==> config.mk <==
export PLATFORM = sky130hd
export DESIGN_NAME = snax_csr_responder
export DESIGN_NICKNAME = d
export VERILOG_FILES = /design/src/rtl/snax_csr_pkg.sv /design/src/rtl/fifo_v3.sv /design/src/rtl/snax_csr_responder.sv
export SDC_FILE = /design/constraint.sdc
export NUM_CORES = 1
export LEC_CHECK = 0
export ABC_AREA = 1
export CORE_UTILIZATION = 40
export DETAILED_ROUTE_END_ITERATION = 10
export PLACE_DENSITY = 0.75
export SLEW_MARGIN = 25
export SYNTH_ARGS = -nofsm -noshare
export SYNTH_HDL_FRONTEND = slang
export SYNTH_SLANG_ARGS = --single-unit
==> constraint.sdc <==
create_clock -name clk_i -period 17.27 [get_ports clk_i]
set_input_delay 3.454 -clock clk_i [delete_from_list [all_inputs] [get_ports clk_i]]
set_output_delay 3.454 -clock clk_i [all_outputs]
set_load 0.01 [all_outputs]
==> src/rtl/snax_csr_pkg.sv <==
// Shared definitions for the SNAX CSR responder.
//   ctrl_start_bit : bit of a CTRL write that requests an accelerator start
//   csr_class_e    : address-decode class of a zero-based CSR index
//   csr_decode()   : maps a 32-bit CSR index to its class for N RW and M RO CSRs
package snax_csr_pkg;

  localparam int unsigned CtrlStartBit = 0;

  typedef enum logic [1:0] {
    CsrRw,
    CsrRo,
    CsrCtrl,
    CsrUnmapped
  } csr_class_e;

  // Full 32-bit comparisons so that large indices never alias into the map.
  function automatic csr_class_e csr_decode(input logic [31:0] addr,
                                            input int unsigned num_rw,
                                            input int unsigned num_ro);
    logic [31:0] n;
    logic [31:0] nm;
    n  = num_rw;
    nm = num_rw + num_ro;
    if (addr < n) begin
      return CsrRw;
    end else if (addr < nm) begin
      return CsrRo;
    end else if (addr == nm) begin
      return CsrCtrl;
    end else begin
      return CsrUnmapped;
    end
  endfunction

endpackage

==> src/rtl/fifo_v3.sv <==
// Synchronous FIFO, port-compatible subset of common_cells fifo_v3 (no fall-through).
//   clk_i   : clock
//   rst_ni  : asynchronous active-low reset (storage, pointers and count cleared)
//   flush_i : synchronous clear of all queued entries
//   full_o  : no free entry; a same-cycle pop does not make room for a push
//   empty_o : no entry queued
//   data_i  : write data, stored when push_i && !full_o
//   push_i  : write request
//   data_o  : head entry, stable until popped
//   pop_i   : read request, honoured when !empty_o
module fifo_v3 #(
  parameter int unsigned DATA_WIDTH = 32,
  parameter int unsigned DEPTH      = 8
) (
  input  logic                  clk_i,
  input  logic                  rst_ni,
  input  logic                  flush_i,
  output logic                  full_o,
  output logic                  empty_o,
  input  logic [DATA_WIDTH-1:0] data_i,
  input  logic                  push_i,
  output logic [DATA_WIDTH-1:0] data_o,
  input  logic                  pop_i
);

  localparam int unsigned PtrW = (DEPTH > 1) ? $clog2(DEPTH) : 1;
  localparam int unsigned CntW = $clog2(DEPTH + 1);
  localparam logic [PtrW-1:0] LastPtr = PtrW'(DEPTH - 1);
  localparam logic [CntW-1:0] FullCnt = CntW'(DEPTH);

  logic [DEPTH-1:0][DATA_WIDTH-1:0] mem_q;
  logic [PtrW-1:0] rd_ptr_q, rd_ptr_d;
  logic [PtrW-1:0] wr_ptr_q, wr_ptr_d;
  logic [CntW-1:0] cnt_q, cnt_d;
  logic            do_push, do_pop;

  assign full_o  = (cnt_q == FullCnt);
  assign empty_o = (cnt_q == '0);
  assign do_push = push_i & ~full_o;
  assign do_pop  = pop_i & ~empty_o;
  assign data_o  = mem_q[rd_ptr_q];

  always_comb begin
    rd_ptr_d = rd_ptr_q;
    wr_ptr_d = wr_ptr_q;
    cnt_d    = cnt_q;
    if (do_push) begin
      wr_ptr_d = (wr_ptr_q == LastPtr) ? '0 : wr_ptr_q + 1'b1;
    end
    if (do_pop) begin
      rd_ptr_d = (rd_ptr_q == LastPtr) ? '0 : rd_ptr_q + 1'b1;
    end
    if (do_push && !do_pop) begin
      cnt_d = cnt_q + 1'b1;
    end else if (!do_push && do_pop) begin
      cnt_d = cnt_q - 1'b1;
    end
    if (flush_i) begin
      rd_ptr_d = '0;
      wr_ptr_d = '0;
      cnt_d    = '0;
    end
  end

  always_ff @(posedge clk_i or negedge rst_ni) begin
    if (!rst_ni) begin
      rd_ptr_q <= '0;
      wr_ptr_q <= '0;
      cnt_q    <= '0;
    end else begin
      rd_ptr_q <= rd_ptr_d;
      wr_ptr_q <= wr_ptr_d;
      cnt_q    <= cnt_d;
    end
  end

  always_ff @(posedge clk_i or negedge rst_ni) begin
    if (!rst_ni) begin
      mem_q <= '0;
    end else if (do_push && !flush_i) begin
      mem_q[wr_ptr_q] <= data_i;
    end
  end

endmodule

==> src/rtl/snax_csr_responder.sv <==
// Accelerator-side endpoint of the simplified SNAX CSR port.
// Holds NumRwCsr read-write configuration CSRs, exposes NumRoCsr read-only status
// CSRs and a CTRL CSR (write bit 0 = start, read bit 0 = busy). Reads are answered
// through a RspDepth-entry response FIFO; writes produce no response.
//   clk_i / rst_i               : clock, asynchronous active-high reset
//   snax_csr_req_bits_*_i       : request data / zero-based index / write flag
//   snax_csr_req_valid_i/ready_o: request handshake
//   snax_csr_rsp_bits_data_o    : read response data
//   snax_csr_rsp_valid_o/ready_i: response handshake
//   csr_rw_o                    : current RW CSR values
//   csr_ro_i                    : status values returned by RO reads
//   acc_start_o                 : one-cycle start pulse after an accepted start write
//   acc_busy_i                  : accelerator busy; stalls RW and CTRL writes
module snax_csr_responder
  import snax_csr_pkg::*;
#(
  parameter int unsigned NumRwCsr = 8,
  parameter int unsigned NumRoCsr = 2,
  parameter int unsigned RspDepth = 2
) (
  input  logic                       clk_i,
  input  logic                       rst_i,
  input  logic [31:0]                snax_csr_req_bits_data_i,
  input  logic [31:0]                snax_csr_req_bits_addr_i,
  input  logic                       snax_csr_req_bits_write_i,
  input  logic                       snax_csr_req_valid_i,
  output logic                       snax_csr_req_ready_o,
  output logic [31:0]                snax_csr_rsp_bits_data_o,
  output logic                       snax_csr_rsp_valid_o,
  input  logic                       snax_csr_rsp_ready_i,
  output logic [NumRwCsr-1:0][31:0]  csr_rw_o,
  input  logic [NumRoCsr-1:0][31:0]  csr_ro_i,
  output logic                       acc_start_o,
  input  logic                       acc_busy_i
);

  csr_class_e                req_class;
  logic                      accept;
  logic                      rw_write;
  logic                      start_req;
  logic                      rsp_push;
  logic                      rsp_pop;
  logic                      fifo_full;
  logic                      fifo_empty;
  logic [31:0]               rd_data;
  logic [NumRwCsr-1:0][31:0] rw_q;
  logic                      start_q;

  assign req_class = csr_decode(snax_csr_req_bits_addr_i, NumRwCsr, NumRoCsr);

  // Busy only gates writes that touch accelerator configuration or start it;
  // reads are gated solely by response space, other writes are always sunk.
  always_comb begin
    snax_csr_req_ready_o = 1'b0;
    if (!rst_i) begin
      if (!snax_csr_req_bits_write_i) begin
        snax_csr_req_ready_o = ~fifo_full;
      end else if (req_class == CsrRw || req_class == CsrCtrl) begin
        snax_csr_req_ready_o = ~acc_busy_i;
      end else begin
        snax_csr_req_ready_o = 1'b1;
      end
    end
  end

  assign accept    = snax_csr_req_valid_i & snax_csr_req_ready_o;
  assign rw_write  = accept & snax_csr_req_bits_write_i & (req_class == CsrRw);
  assign start_req = accept & snax_csr_req_bits_write_i & (req_class == CsrCtrl) &
                     snax_csr_req_bits_data_i[CtrlStartBit];
  assign rsp_push  = accept & ~snax_csr_req_bits_write_i;

  // Read mux; sampled into the FIFO at the accepting edge.
  always_comb begin
    rd_data = '0;
    unique case (req_class)
      CsrRw: begin
        for (int unsigned i = 0; i < NumRwCsr; i++) begin
          if (snax_csr_req_bits_addr_i == 32'(i)) begin
            rd_data = rw_q[i];
          end
        end
      end
      CsrRo: begin
        for (int unsigned j = 0; j < NumRoCsr; j++) begin
          if (snax_csr_req_bits_addr_i == 32'(NumRwCsr + j)) begin
            rd_data = csr_ro_i[j];
          end
        end
      end
      CsrCtrl: rd_data = {31'b0, acc_busy_i};
      default: rd_data = '0;
    endcase
  end

  always_ff @(posedge clk_i or posedge rst_i) begin
    if (rst_i) begin
      rw_q <= '0;
    end else if (rw_write) begin
      for (int unsigned i = 0; i < NumRwCsr; i++) begin
        if (snax_csr_req_bits_addr_i == 32'(i)) begin
          rw_q[i] <= snax_csr_req_bits_data_i;
        end
      end
    end
  end

  // Registered straight from the accept cycle, so the pulse covers exactly the
  // following cycle.
  always_ff @(posedge clk_i or posedge rst_i) begin
    if (rst_i) begin
      start_q <= 1'b0;
    end else begin
      start_q <= start_req;
    end
  end

  assign csr_rw_o    = rw_q;
  assign acc_start_o = start_q;

  assign snax_csr_rsp_valid_o = ~fifo_empty;
  assign rsp_pop              = snax_csr_rsp_valid_o & snax_csr_rsp_ready_i;

  fifo_v3 #(
    .DATA_WIDTH(32),
    .DEPTH     (RspDepth)
  ) i_rsp_fifo (
    .clk_i  (clk_i),
    .rst_ni (~rst_i),
    .flush_i(1'b0),
    .full_o (fifo_full),
    .empty_o(fifo_empty),
    .data_i (rd_data),
    .push_i (rsp_push),
    .data_o (snax_csr_rsp_bits_data_o),
    .pop_i  (rsp_pop)
  );

endmodule

==> flow_summary.ini <==
[finish]
n_fill_cell = 3954
fin_cells = 3270
areaGrowthSynthToFinish_pct = 31.8
seq_area_um2 = 8130
design_area_um2 = 22800
antennaDiodeCount = 0
drive_gt1_share_pct = 6.15
multi_input_area_um2 = 7440
fin_nets = 2839

[placed_design]
pre_cts_ws_ns = 7.54
dpl.hpwl_um = 45800
dp.cells = 3203
gp_congestion = 0.963
place.port_buffers = 424
placed_cell_area_um2 = 21500

[sta]
setup_ws_ns = 7.53
min_period_over_period_pct = 56.4
tightest_slew_ns = 1.02
rsz0062_at_grt = no
finalCriticalPeriod_ns = 9.74
hold_violations = 0
finalSetupTns_ns = 0
finalSetupViolCount = 0
relSlewSlack_pct = 32.3
clock_skew_ns = 0.0238
maxSlewViolCount = 0
fmax_mhz = 103

[floorplan]
die_w_um = 210
num_io_pins = 425
dieArea_um2 = 44000
start_util_pct = 40.9
num_rows = 75
design.core.area_um2 = 42200
die-height_um = 210

[synth]
synth_warnings = 0
synth_edf_count = 0
syn_area_um2 = 17300
ys_ff_latch = 325
synthFlopType = dfrtp_1
yosysTopAreaCell = dfrtp_1
syn_inst = 2392
syn_area_per_cell_um2 = 7.22
async_reset_ff_share_pct = 100
yosysMostFrequentCell = nand2_1
synth_top_area_share_pct = 47.1
synth.net_count = 2527
yosysSeqAreaShare_pct = 47.1
synthTopCellsByArea = dfrtp_1, nand2_1, nand3_1
synth_common_cells = nand2_1, nand3_1, dfrtp_1
ys_types = 38

[critical_path]
r2r_slack_ns = 14.75
cp-startpoint = snax_csr_req_bits_addr_i[25]
r2r_cells = 7
cp.depth = 12
reg2reg_to = csr_rw_o[154]
critical_path_class = primary input to primary output
setup.worst_path.end_class = primary output
cp_max_fo = 36
arrival_ns = 6.28
r2r_start = i_rsp_fifo.cnt_q[0]
critPathLaunchType = primary input
cpPeakStageDelay_ns = 0.52
crit_path_cell_trace = clkdlybuf4s50_1 -> nor2_1 -> nand2_1 -> nor2_2 -> nand2_1 -> buf_4 -> nor2_2 -> nand2_2 -> nand2_2 -> nand3_2 -> and3_1 -> clkdlybuf4s50_1
worst_path_max_delay_cell = nand2_2
crit_buf_inv = 3
critical_path.top_delay_family = simple AND/OR/NAND/NOR gates
worstPathRequired_ns = 13.82
cp-endpoint = snax_csr_req_ready_o

[global_routing]
grtUsageMet3_pct = 7.95
antenna_found_initial = 0
grt_max_degree = 257
grtUsageMet2_pct = 43.7
grt_pass1_vias = 16300
grtUsageMet1_pct = 41.0
gr-total-overflow = 0
grt-busiest-layer = met2
grt_pass1_wl_um = 98200
grt_usage_pct = 29.2

[run]
drv_cap = 0

[clock_network]
clk_pin_slew_ns = 0.06
post_cts_buffers = 0
clockBufferDepth = 3
htree_levels = 2
clk_latency_ns = 0.56
clock-sinks = 325
cts_buffers = 37
holdBufCountCts = 0
cts_tree = done
cts_resized = 0
ctsRootBufferMaster = clkbuf_16

[routing]
vias_per_cell = 5.31
firstDrtPassIters = 7
postRouteAntennaNets = 0
avgRoutedWirePerCell_um = 19.8
vias = 17400
drtIter0Drc = 1819
drc_errors = 0
drt-total-wl_um = 64900

[power_and_ir_drop]
irDropWorstVdd_uv = 66.8
power_leakage_nw = 11.4
seq_power_share_pct = 41.7
switchingPower_mw = 0.594
pwr-share-clk_pct = 38.1
swShare_pct = 27.9
p_per_area_nw_per_um2 = 93.6
combPwrFrac_pct = 20.2
internal_power_mw = 1.54

[hold_path]
hp-class = register to register

[run_status]
outcome = completed
==> per-layer routing <==
metal	vias to the layer above	routed length, um
met4	0	1730
met2	832	28700
met3	102	6800
met1	8345	27700
met5	-	0
li1	8100	-
==> cell families (layout without fill, tap and decap cells) <==
logic type	count (synthesis)	count (layout)	share of synthesized area, %
compound gates	120	120	3.70
xor+xnor	3	3	0.152
fa+ha+maj	1	1	0.0724
buf+inv	383	722	10.3
flops	325	325	47.1
simple gates	1560	1560	38.7
==> cell type report <==
cell class | instances | share of cell area [%]
Clock inverter | 11 | 0.478
Multi-Input combinational cell | 1684 | 32.7
Timing Repair Buffer | 446 | 19.6
Tap cell | 539 | 2.96
Clock buffer | 55 | 4.99
Inverter | 210 | 3.50
Sequential cell | 325 | 35.7
==> worst reg2reg max path: stages (launching register included) <==
cell     delay, ns
dfrtp_1       0.36
inv_1         0.10
nand3_1       0.18
nand4_4       0.16
nor2_4        0.40
nand3_2       0.82
nand2_1       0.32
nand2_1       0.07
==> per-stage QoR <==
stage / power, mW / util, % / hold slack (ns)
after CTS: 2.15 / 53.8 / 0.481
after floorplan: 1.13 / - / 0.446
after global placement: 1.31 / 50.8 / 0.460
after detailed placement: 1.33 / 50.9 / 0.470
final: 2.13 / 53.9 / 0.480
after global routing: 2.23 / 53.9 / 0.495
==> placed cells by master (no fill, tap or decap), types with 27 or more instances in the layout <==
cell type,synthesis,final
nand4_1,27,27
inv_1,202,200
clkdlybuf4s50_1,0,424
nand3_1,376,376
o21ai_0,61,61
dfrtp_1,325,324
nand2_1,884,882
clkbuf_16,0,39
nor2_1,186,181
or2_2,31,31
a21oi_1,28,28
==> worst min-delay path by stage <==
stage / start / to / slack, ns / cells past startpoint
after floorplan: i_rsp_fifo.cnt_q[0] / i_rsp_fifo.cnt_q[0] / 0.45 / 1
after global placement: i_rsp_fifo.cnt_q[0] / i_rsp_fifo.cnt_q[0] / 0.46 / 1
after detailed placement: i_rsp_fifo.cnt_q[0] / i_rsp_fifo.cnt_q[0] / 0.47 / 1
after CTS: i_rsp_fifo.cnt_q[0] / i_rsp_fifo.cnt_q[0] / 0.48 / 1
after global routing: i_rsp_fifo.cnt_q[0] / i_rsp_fifo.cnt_q[0] / 0.50 / 1
final: i_rsp_fifo.cnt_q[0] / i_rsp_fifo.cnt_q[0] / 0.48 / 1
==> registers in the layout (all words and copies together) (netlist names) <==
name and count:
i_rsp_fifo.mem_q 64, acc_start_o 1, i_rsp_fifo.cnt_q 2, csr_rw_o 256, i_rsp_fifo.rd_ptr_q 1, i_rsp_fifo.wr_ptr_q 1
==> power groups by stage <==
stage	sequential, mW	combinational (mW)	clock (mW)
4_1_cts	0.889	0.432	0.827
5_1_grt	0.899	0.480	0.854
6_report	0.889	0.431	0.812
3_3_place_gp	0.898	0.415	0
3_5_place_dp	0.903	0.428	0
2_1_floorplan	0.875	0.253	0
No activity file was read; power rests on OpenSTA's default activity.
==> edit 1, RTL diff (same settings) <==
Make the reset (`rst_i` and `rst_ni`) synchronous in 4 clocked blocks. Comments in the files are not updated.
--- a/src/rtl/fifo_v3.sv
+++ b/src/rtl/fifo_v3.sv
@@ -62,7 +62,7 @@
     end
   end
 
-  always_ff @(posedge clk_i or negedge rst_ni) begin
+  always_ff @(posedge clk_i) begin
     if (!rst_ni) begin
       rd_ptr_q <= '0;
       wr_ptr_q <= '0;
@@ -74,7 +74,7 @@
     end
   end
 
-  always_ff @(posedge clk_i or negedge rst_ni) begin
+  always_ff @(posedge clk_i) begin
     if (!rst_ni) begin
       mem_q <= '0;
     end else if (do_push && !flush_i) begin
--- a/src/rtl/snax_csr_responder.sv
+++ b/src/rtl/snax_csr_responder.sv
@@ -92,7 +92,7 @@
     endcase
   end
 
-  always_ff @(posedge clk_i or posedge rst_i) begin
+  always_ff @(posedge clk_i) begin
     if (rst_i) begin
       rw_q <= '0;
     end else if (rw_write) begin
@@ -106,7 +106,7 @@
 
   // Registered straight from the accept cycle, so the pulse covers exactly the
   // following cycle.
-  always_ff @(posedge clk_i or posedge rst_i) begin
+  always_ff @(posedge clk_i) begin
     if (rst_i) begin
       start_q <= 1'b0;
     end else begin
Behaviour: differs if rst_i is asserted again (counterexample within 4 cycles, from zero or initial values and one cycle with rst_i high); with rst_i held inactive, the same outputs for 4 cycles.
==> edit 1 against the original RTL <==
  * Global-route usage shrank 0.37 points
  * Setup slack gained 0.22 ns
  * Area after synthesis is 3.8% lower
  * Final area down 2.6%
  * Sequential cell count is the same
  * Synthesized cell count up 10%
  * Wire length down 2.8%
Power is not compared: it rests on default switching activity, and its combinational part moved more than twofold at a synthesized area within 25%.
==> edit 1: results (changes against the original RTL) <==
stage	metric	value	unit	change
critical_path	R2R Setup Slk	14.06	ns	-0.69 ns
worst_hold_path	HP Start	csr_rw_o[55]$_SDFFE_PP0P_		
grt	first-pass GRT wire length	95000	um	-3.3%
placed_design	GPL Wtd Cong	0.906		-5.9%
worst_hold_path	min-delay worst type	reg2reg		
yosys	post-synthesis cell count	2634		+10%
detailed_routing	Pre-antenna DRT Iters	6		-1
timing	Hold Worst Slack	0.505	ns	+0.0253 ns
finish	final cell count without fillers	3471		+6.1%
power	Worst IR Drop VDD	0.0547	mV	
placed_design	worst slack at placement	7.77	ns	+0.232 ns
critical_path	reg2reg start	i_rsp_fifo.cnt_q[0]$_SDFFE_PP0P_		
outcome	status	finished clean		
yosys	top cells by count, synth	nand2_1 (530), nor2_1 (473), nand3_1 (455)		
timing	max_slew headroom	32.9	%	+0.60 points
power	P_leak	0.00884	uW	
critical_path	CP Launch Point	snax_csr_req_bits_addr_i[18]		
grt	largest net degree at the start of global routing	300		+17%
critical_path	Worst Reg-to-Reg Cells	12		+5
detailed_routing	total wire length	63100	um	-2.8%
grt	Total GRT Usage	28.8	%	-0.37 points
critical_path	Reg2Reg Capture Point	csr_rw_o[54]$_SDFFE_PP0P_		
detailed_routing	Initial DRC Count	1355		-26%
critical_path	slowest cell on the critical path	nor2_4		
critical_path	crit path max fanout	35		-2.8%
finish	share of layout cells above drive strength 1	3.95	%	-2.2 points
yosys	Unique masters post-synth	30		-21%
detailed_routing	DR vias	18700		+7.5%
placed_design	HPWL Detailed	42800	um	-6.7%
yosys	ys async rst share	0	%	-100 points
timing	minimum clock period after layout	9.52	ns	-0.220 ns
yosys	top cells by area, synth	dfxtp_1 (39%), nand3_1 (14%), nand2_1 (12%), nor2_1 (11%), a21oi_1 (9.8%)		
yosys	Synth Flop Type	dfxtp_1		
grt	vias in the first global route	16700		+2.4%
cts	TritonCTS buffer count	38		+2.7%
worst_hold_path	Hold Path Depth	2		+1
grt	initial antenna violation count	0		unchanged
yosys	syn nets	2769		+9.6%
placed_design	DP Cell Count	3403		+6.2%
worst_hold_path	hold worst-path end	csr_rw_o[55]$_SDFFE_PP0P_		
placed_design	placed inst area	20900	sq um	-2.7%
yosys	sequential share of the synthesized area	39.1	%	-7.9 points
finish	Fill cells	3971		+0.43%
cts	Root Buffer	clkbuf_16		
critical_path	largest stage delay on the critical path	0.68	ns	+0.16 ns
timing	worst setup skew after layout	0.0187	ns	-0.00504 ns
==> edit 1: changes by cell type in the layout (fill, tap and decap cells not counted), moves of 8 or more <==
| cell | unedited run | this run |
|---|---|---|
| nand2_1 | 882 | 529 |
| nand3_2 | 8 | 0 |
| dfrtp_1 | 324 | 0 |
| a21oi_1 | 28 | 325 |
| nor2_1 | 181 | 468 |
| o21ai_1 | 16 | 0 |
| inv_1 | 200 | 176 |
| nand3_1 | 376 | 455 |
| dfxtp_1 | 0 | 324 |
| nand4_1 | 27 | 37 |
| or2_2 | 31 | 0 |
| nor3_1 | 17 | 3 |
==> edit 1: logic make-up (layout without fill, tap and decap cells) <==
group / after synthesis / after routing / synth area share (%)
simple gates: 1518 / 1518 / 39.1
flops: 325 / 325 / 39.1
buf+inv: 394 / 699 / 9.60
fa+ha+maj: 1 / 1 / 0.0752
compound gates: 396 / 396 / 12.1
==> edit 1: cell type report <==
cell class | count | area, sq um | share of cell area, %
multi-input combinational | 1915 | 8600 | 38.8
sequential | 325 | 6510 | 29.4
timing repair buffer | 448 | 4460 | 20.1
clock buffer | 57 | 1130 | 5.11
inverter | 184 | 701 | 3.16
tap | 532 | 666 | 3.00
clock inverter | 10 | 110 | 0.496
==> edit 1: routing by layer <==
metal,part of all wire (%),track usage [%],vias up
li1,-,-,9126
met1,38,33.8,8592
met2,49,49.5,811
met3,8.3,5.77,152
met4,5.1,15.0,0
met5,0,0,-
==> edit 1: critical path: cells and delay by family <==
kind            cells  cell delay [ns]
simple gates        7             1.55
buf+inv             2             0.91
compound gates      1             0.11
==> edit 1: power groups by stage <==
stage | combinational, uW | sequential (uW) | clock, uW
finish | 124 | 767 | 812
floorplan | 65.9 | 776 | 0
global route | 137 | 768 | 854
detailed placement | 124 | 783 | 0
global placement | 121 | 783 | 0
CTS | 124 | 767 | 826
==> edit 2, RTL diff (config.mk and constraints unchanged) <==
Without the edit above. The parameter `NumRwCsr` goes from 8 to 10.
--- a/src/rtl/snax_csr_responder.sv
+++ b/src/rtl/snax_csr_responder.sv
@@ -14,7 +14,7 @@
 module snax_csr_responder
   import snax_csr_pkg::*;
 #(
-  parameter int unsigned NumRwCsr = 8,
+  parameter int unsigned NumRwCsr = 10,
   parameter int unsigned NumRoCsr = 2,
   parameter int unsigned RspDepth = 2
 ) (
Ports: changed (resized csr_rw_o); port bits go from 425 to 489. No check against the original RTL was run, so the function may have changed too.
==> edit 2 against the original RTL <==
  * Total power increased by 11%
  * Setup slack got worse by 0.15 ns
  * Global-route usage about the same
  * Critical path type unchanged
  * Die area increased by 8.8%
  * Wire length increased by 9.7%
  * Non-clock buffer count increased by 63
  * Via count increased by 5.0%
  * Count of clock-buffer cells in the layout increased by 3
  * Sequential cell count increased by 64
  * Area after synthesis increased by 8.9%
  * Final area increased by 11%
  * Hold slack got worse by 0.0013 ns
  * Clock power increased by 9.9%
==> edit 2: results (changes against the original RTL) <==
stage	metric	value	unit	change
outcome	status	finished clean		
yosys	Post-Synth Adder-Cell Area	0.0665	%	-0.0059 points
finish	number of flip-flops in the largest register	320		+25%
placed_design	port buffer count	488		+15%
cts	Clock Latency Late Sink	0.56	ns	about the same
placed_design	GPL Wtd Cong	0.932		-3.3%
timing	Worst-Margin Slew	1.10	ns	+0.0859 ns
yosys	Synth Area in Compound Gates	12.6	%	+8.9 points
yosys	Unique masters post-synth	35		-7.9%
yosys	syn nets	2523		-0.16%
detailed_routing	Pre-antenna DRT Iters	6		-1
yosys	yosys warns	0		unchanged
grt	first-pass GRT wire length	105000	um	+7.4%
critical_path	Worst EP arrival	6.43	ns	+0.15 ns
power	P_leak	0.0116	uW	+1.7%
detailed_routing	total wire length	71200	um	+9.7%
power	Flop pwr share	43.1	%	+1.4 points
yosys	top cells by count, synth	nand2_1 (739), dfrtp_1 (389), inv_1 (260)		
finish	Fill cells	4259		+7.7%
placed_design	placed inst area	23900	sq um	+11%
yosys	XOR/XNOR Fraction of Synth Area	0.140	%	-0.012 points
grt	Total GRT Usage	29.2	%	+0.030 points
power	Power per Cell Area	93.8	nW/um^2	+0.18%
yosys	post-synthesis cell count	2388		-0.17%
detailed_routing	number of vias per cell	5.29		-0.52%
critical_path	largest stage delay on the critical path	0.48	ns	-0.04 ns
critical_path	R2R Setup Slk	15.00	ns	+0.25 ns
yosys	sequential share of the synthesized area	51.8	%	+4.7 points
grt	largest net degree at the start of global routing	117		-54%
placed_design	worst slack at placement	7.41	ns	-0.125 ns
timing	Hold Worst Slack	0.479	ns	-0.00129 ns
power	P_clk	892	uW	+9.9%
finish	layout net count	2950		+3.9%
detailed_routing	Initial DRC Count	1807		-0.66%
grt	vias in the first global route	17100		+4.5%
placed_design	DP Cell Count	3378		+5.5%
cts	TritonCTS buffer count	42		+14%
power	Worst IR Drop VDD	0.0688	mV	+3.0%
critical_path	crit path max fanout	33		-8.3%
detailed_routing	wire per inst	20.6	um	+3.9%
power	Sw Pwr	652	uW	+9.8%
[edit 2: cell count changes after synthesis, sizes merged, moves of 11 or more]
cell,before,now
a21boi,0,13
a21oi,29,48
clkbuf,95,45
dfrtp,325,389
inv,209,264
nand2,889,752
nand3,384,96
nand4,28,56
nor3,27,14
o211ai,11,0
o21ai,77,367
o22ai,1,31
[edit 2: path summary, 6_finish.rpt]
check,cells after the start,to,start
worst max register to register,7,csr_rw_o[21]$_DFFE_PP0P_,i_rsp_fifo.cnt_q[0]$_DFFE_PP0P_
worst max-delay path,15,snax_csr_req_ready_o,snax_csr_req_bits_addr_i[13]
worst min register to register,1,i_rsp_fifo.cnt_q[0]$_DFFE_PP0P_,i_rsp_fifo.cnt_q[0]$_DFFE_PP0P_
max in group asynchronous,4,csr_rw_o[234]$_DFFE_PP0P_,rst_i
min in group asynchronous,2,i_rsp_fifo.cnt_q[1]$_DFFE_PP0P_,rst_i
worst min-delay path,1,i_rsp_fifo.cnt_q[0]$_DFFE_PP0P_,i_rsp_fifo.cnt_q[0]$_DFFE_PP0P_
[edit 2: layer usage]
metal | up-vias | wire length, um | track usage, %
li1 | 8452 | - | -
met1 | 8810 | 30400 | 41.6
met2 | 899 | 31300 | 43.6
met3 | 90 | 7630 | 7.40
met4 | 0 | 1790 | 8.68
met5 | - | 0 | 0
[edit 2: layout make-up]
type	count	share of cell area (%)
Clock buffer	58	4.76
Clock inverter	16	0.545
Inverter	265	3.97
Multi-Input combinational cell	1608	29.2
Sequential cell	389	38.6
Tap cell	607	3.01
Timing Repair Buffer	509	20.0
